<file path="config.mk">
export PLATFORM = sky130hd
export DESIGN_NAME = parallel_descrambler
export DESIGN_NICKNAME = d
export VERILOG_FILES = /design/src/rtl/parallel_descrambler_pkg.sv /design/src/rtl/parallel_descrambler_core.sv /design/src/rtl/parallel_descrambler.sv
export SDC_FILE = /design/constraint.sdc
export NUM_CORES = 1
export LEC_CHECK = 0
export ABC_CLOCK_PERIOD_IN_PS = 1400
export CAP_MARGIN = 10
export CORE_ASPECT_RATIO = 0.7
export CORE_MARGIN = 1.5
export CORE_UTILIZATION = 40
export DETAILED_ROUTE_END_ITERATION = 8
export DONT_BUFFER_PORTS = 1
export SLEW_MARGIN = 25
export SYNTH_ARGS = -nofsm -noshare
export SYNTH_HDL_FRONTEND = slang
export SYNTH_HIERARCHICAL = 1
export SYNTH_SLANG_ARGS = --single-unit
</file>
<file path="constraint.sdc">
create_clock -name i_clock -period 1.4 [get_ports i_clock]
set_input_delay 0 -clock i_clock [delete_from_list [all_inputs] [get_ports i_clock]]
set_output_delay 0 -clock i_clock [all_outputs]
set_load 0.02 [all_outputs]
</file>
<file path="src/rtl/parallel_descrambler_pkg.sv">
// parallel_descrambler_pkg: shared PCS widths, scrambler taps and sync-header codes
package parallel_descrambler_pkg;
  localparam int LEN_CODED_BLOCK = 66;
  localparam int LEN_SCRAMBLER = 58;
  localparam int LEN_PAYLOAD = 64;
  localparam int SCR_TAP_A = 39;
  localparam int SCR_TAP_B = 58;
  localparam logic [1:0] SH_DATA = 2'b01;
  localparam logic [1:0] SH_CTRL = 2'b10;
  function automatic logic header_bad(input logic [1:0] h);
    return h != SH_DATA && h != SH_CTRL;
  endfunction
endpackage

</file>
<file path="src/rtl/parallel_descrambler_core.sv">
// descrambler_core: combinational 1 + x^39 + x^58 self-synchronizing descramble of one payload
module descrambler_core
  import parallel_descrambler_pkg::*;
(
  input  logic [LEN_SCRAMBLER-1:0] state,
  input  logic [LEN_PAYLOAD-1:0]   payload,
  output logic [LEN_PAYLOAD-1:0]   d,
  output logic [LEN_SCRAMBLER-1:0] next_state
);
  logic [LEN_SCRAMBLER+LEN_PAYLOAD-1:0] e;
  assign e = {state, payload};
  for (genvar i = 0; i < LEN_PAYLOAD; i++) begin : g_tap
    assign d[i] = e[i] ^ e[i+SCR_TAP_A] ^ e[i+SCR_TAP_B];
  end
  assign next_state = payload[LEN_SCRAMBLER-1:0];
endmodule

</file>
<file path="src/rtl/parallel_descrambler.sv">
// parallel_descrambler: registered 66b block descrambler with bypass, seeded flag and header-error counter
module parallel_descrambler
  import parallel_descrambler_pkg::*;
#(
  parameter int                       LEN_SCRAMBLER   = 58,
  parameter int                       LEN_CODED_BLOCK = 66,
  parameter logic [LEN_SCRAMBLER-1:0] SEED            = '0,
  parameter int                       NB_ERR_CNT      = 8
) (
  input  logic                       i_clock,
  input  logic                       i_reset,
  input  logic                       i_enable,
  input  logic                       i_bypass,
  input  logic [LEN_CODED_BLOCK-1:0] i_data,
  output logic [LEN_CODED_BLOCK-1:0] o_data,
  output logic                       o_valid,
  output logic                       o_seeded,
  output logic                       o_header_error,
  output logic [NB_ERR_CNT-1:0]      o_error_count
);
  logic [LEN_SCRAMBLER-1:0] state;
  logic [LEN_SCRAMBLER-1:0] next_state;
  logic [LEN_CODED_BLOCK-3:0] d;
  logic [1:0] hdr;
  logic bad;
  assign hdr = i_data[LEN_CODED_BLOCK-1 -: 2];
  assign bad = header_bad(hdr);
  descrambler_core u_core (
    .state      (state),
    .payload    (i_data[LEN_CODED_BLOCK-3:0]),
    .d          (d),
    .next_state (next_state)
  );
  always_ff @(posedge i_clock) begin
    if (i_reset) begin
      o_data         <= '0;
      o_valid        <= 1'b0;
      o_seeded       <= 1'b0;
      o_header_error <= 1'b0;
      o_error_count  <= '0;
      state          <= SEED;
    end else begin
      o_valid        <= i_enable;
      o_header_error <= i_enable && bad;
      if (i_enable) begin
        o_data <= i_bypass ? i_data : {hdr, d};
        if (!i_bypass) begin
          state    <= next_state;
          o_seeded <= 1'b1;
        end
        if (bad && !(&o_error_count)) o_error_count <= o_error_count + 1'b1;
      end
    end
  end
endmodule

</file>
=== Yosys cells after proc, flatten, opt, wreduce, memory -nomap -nowiden ===
Cells that the tools add are included.
Widths: inputs -> output; s select.

* Add/subtract/negate cells: 1
* Equality and inequality tests: 2
* Multiplexer cells: 1
* Bitwise logic cells: 129
* Reductions and logical operators: 7

{| class="wikitable"
|+ Operator list
! cell !! number
|-
| $xor 1x1->1 || 128
|-
| $mux 64 || 1
|-
| $add 8x1->8 const B || 1
|-
| $reduce_and 8->1 || 1
|-
| $reduce_and 2->1 || 2
|-
| $logic_and 1x1->1 || 3
|-
| $ne 2x1->1 const B || 1
|-
| $ne 2x2->1 const B || 1
|-
| $logic_not 1->1 || 1
|-
| $not 1->1 || 1
|}

* Register bits: 135
* Bits of input ports: 70
* Output and inout port bits: 77

=== Depth between registers and ports, before layout ===
* Depth in word-level cells: 4
* Depth in mapped cells: 7
* Depth with buffers taken out: 5

=== By module ===
The synthesis kept the hierarchy.

{| class="wikitable"
|+ Modules (own cells, without submodules)
! module !! instances !! cells each !! area an instance (sq um) !! seq. area each (sq um)
|-
| parallel_descrambler || 1 || 595 || 5305.1 || 2702.6
|-
| descrambler_core || 1 || 122 || 1964.4 || 0.0
|}

=== Least setup slack after synthesis ===
Ideal clock, no wire load.

* Path type: register -> register
* Start: reg o_error_count[0]
* End: reg o_error_count[5]
* Setup time: 0.071 ns
* Data arrival time: 1.525 ns
* Slack: -0.196 ns
* Cell stages (with the launch flop): 6
* Period minus slack after synthesis: 1.596 ns
* Cells stage by stage: dfxtp_1 -> ha_1 -> nand3_1 -> o211ai_2 -> or4_1 -> a21oi_1

* Cells in the longest elaborated chain, start to end: 4

{| class="wikitable"
|+ Ends and longest elaborated chain
! item !! line !! text
|-
| start, declared || parallel_descrambler.sv:19 || <nowiki>output logic [NB_ERR_CNT-1:0] o_error_count</nowiki>
|-
| start signal, assigned || parallel_descrambler.sv:51 || <nowiki>if (bad && !(&o_error_count)) o_error_count <= o_error_count + 1'b1;</nowiki>
|-
| parallel branches: the longest is 4 deep, another holds $add 8x1->8 || n/a ||
|}

Several ways; the timed one is not identified.
A chain may end at the register's enable or synchronous reset.

=== Worst setup path in the final report ===
* Start: reg o_error_count[3]
* End: reg o_error_count[5]

Same word-level chain as after synthesis.

==> impl_metrics.toml <==
[critical_path]
endpoint_kind = "register"
crit_chain = "buf_4 -> nand3_1 -> or4_4 -> a21oi_4"
max_stage_delay_ns = 0.57
critPathMaxFanout = 5
slowest_stage = "or4_4"
critPathLaunchType = "register"
cpLargestDelayFamily = "simple AND/OR/NAND/NOR gates"
critical_path_depth = 4
critPathKind = "reg -> reg"
worstPathArrival_ns = 1.83
cp.buffers_inverters = 1
rr_worst_depth = 4
cp.required_ns = 1.75

[clocking]
cts_tree = "built"
ctsHoldBuffers = 72
cts_buffers = 17
worstSkewPairLatency_ns = 0.43
cts.path.max_buffers = 2
cts-root-buf = "clkbuf_16"
cts.sinks = 135
clkSlewWorstSetupHoldPaths_ns = 0.06
htree_levels = 4

[min_path]
hold_depth = 1
min_path_type = "in -> reg"

[placement]
place_hpwl_mm = 13.7
portBuffers = 0
gp_congestion = 0.902

[timing]
fmax_mhz = 677
setup_viol = 1
drv_slew = 0
slew_headroom_pct = 71.2
rsz0062_at_grt = "yes"
hold_viol_final = 64
final.period_utilization_pct = 106
finalHoldWorstSlack_ns = -0.327
period_needed_ns = 1.48
worst_slack_ns = -0.0779
worst_pin_slew_ns = 0.432
fin_setup_tns_ns = -0.0779
worst_clock_skew_ns = 0.00784

[global_route]
grt_pass1_vias = 5313
overflow = 0
track_usage_pct = 22.8
grt_pass1_wl_mm = 31.5
grt_max_degree = 136
antenna_found_initial = 0

[logic_synthesis]
synth_flop_cell = "dfxtp_1"
yosysWarnings = 6
avgSynthCellArea_um2 = 10.1
async_flop_share_pct = 0
synth-edff-count = 0
ys_seq_area_share_pct = 37.2
netlist_instances = 717
ys_types = 30
synth_area_mm2 = 0.00727
syn_nets = 788
ys_ff_latch = 135

[routing]
drt_wl_total_mm = 21.4
drc_errors = 0
wire_per_inst_um = 21.4
dr.first_iter.drc_count = 394
via_count = 5340
detail-route-antenna-nets = 0
drt-vias-per-instance = 5.34
first_pass_iters = 5

[cells_and_area]
multi_input_area_mm2 = 0.00401
area_growth_pct = 20.8
drive_gt1_share_pct = 14.5
nNetsFinal = 822
final-seq-area_mm2 = 0.00273
antenna_cells = 0
fillerInstances = 1625

[power]
vdd_drop_max_mv = 0.807
p_leak_nw = 3.91
p_per_area_mw_per_mm2 = 1220

[floorplanning]
row_count = 41
die_area_mm2 = 0.0190
start_util_pct = 40.6
core_mm2 = 0.0179
die_h_um = 116
dieWidth_um = 164
pin_count = 147

[status]
outcome = "finished with violations"
violations = "negative hold slack, negative setup slack"

[run]
cap_viol_max_count = 0
cells in the final DEF (no fill, tap or decap), types with 3 or more instances in the layout:
cell             n
nand2_1        117
clkbuf_16       18
mux2i_1         67
a21oi_1         61
buf_4           48
nand3_1          3
dfxtp_2          6
clkbuf_8         4
dfxtp_1        124
bufinv_16        3
or3_4            3
a211oi_1        63
dlygate4sd3_1   71
nor2_1          71
xor3_1          62
dfxtp_4          5
o21ai_0          4
clkinv_4         3
repair_timing:
| item | in CTS | in global routing |
|---|---|---|
| endpoints found under the setup margin | 2 | 11 |
| gates resized for setup | 3 | 14 |
| pin swaps | 2 | 4 |
| cloned | 0 | 2 |
| buffers inserted | 2 | 0 |
| hold endpoints to repair | 135 | 63 |
layer usage:
layer	global-route usage (%)	part of all wire (%)	up-vias
met5	0	0	-
li1	-	-	2504
met3	8.12	9.4	43
met1	28.6	42	2583
met2	35.7	45	210
met4	9.58	3.2	0
final cells by class:
type / count / area share (%)
clock inverter: 10 / 1.62
inverter: 1 / 0.0428
timing repair buffer: 122 / 12.7
sequential: 135 / 31.1
multi-input combinational: 474 / 45.6
clock buffer: 22 / 5.52
tap: 236 / 3.36
path summary, 6_finish.rpt:
check	startpoint	to	slack, ns
min reg2reg	o_data[30]	o_data[30]	0.49
max	o_error_count[3]	o_error_count[5]	-0.08
min	i_enable	o_data[40]	-0.33
max reg2reg	o_error_count[3]	o_error_count[5]	-0.08
cells in the mapped netlist, types with 4 or more instances:
cell / instances / area share [%]
dfxtp_1: 135 / 37
nand2_1: 117 / 6.0
nor2_1: 71 / 3.7
mux2i_1: 67 / 9.2
a211oi_1: 64 / 6.6
a21oi_1: 63 / 4.3
xor3_1: 62 / 20
buf_4: 58 / 6.0
clkbuf_1: 34 / 1.8
buf_2: 11 / 0.76
nand3_1: 4 / 0.28
o21ai_0: 4 / 0.28
or3_1: 4 / 0.34
where the power goes:
part / total, mW / internal [mW] / switching, mW
Sequential: 4.38 / 4.09 / 0.297
Combinational: 1.54 / 0.957 / 0.586
Clock: 4.76 / 3.00 / 1.76
stage by stage:
| step | power [mW] | utilization, % | instance area (um2) | worst slack [ns] | cells |
|---|---|---|---|---|---|
| after floorplan | 5.70 | - | 7320 | 0.00510 | 717 |
| after detailed placement | 5.79 | 40.9 | 7320 | -0.0286 | 892 |
| after global placement | 5.77 | 40.9 | 7320 | 0.0343 | 892 |
| after global routing | 11.1 | 49.0 | 8780 | -0.106 | 1000 |
| after CTS | 10.7 | 48.7 | 8710 | 0.00331 | 998 |
| final | 10.7 | 49.0 | 8780 | -0.0779 | 1000 |
sequential cells by signal, summed over array words and instances, names as in the netlist:
| signal | flops |
|---|---|
| state | 58 |
| o_error_count | 8 |
| o_data | 66 |
| o_valid | 1 |
| o_seeded | 1 |
| o_header_error | 1 |
cell families (layout without fill, tap and decap cells):
family,Yosys count,count (layout),share of synthesized area (%)
simple gates,204,204,11.1
compound gates,134,135,11.6
mux,67,67,9.23
fa+ha+maj,1,1,0.172
xor+xnor,67,67,21.5
buf+inv,109,155,9.19
flops,135,135,37.2
Power figures use the tool's default switching activity.
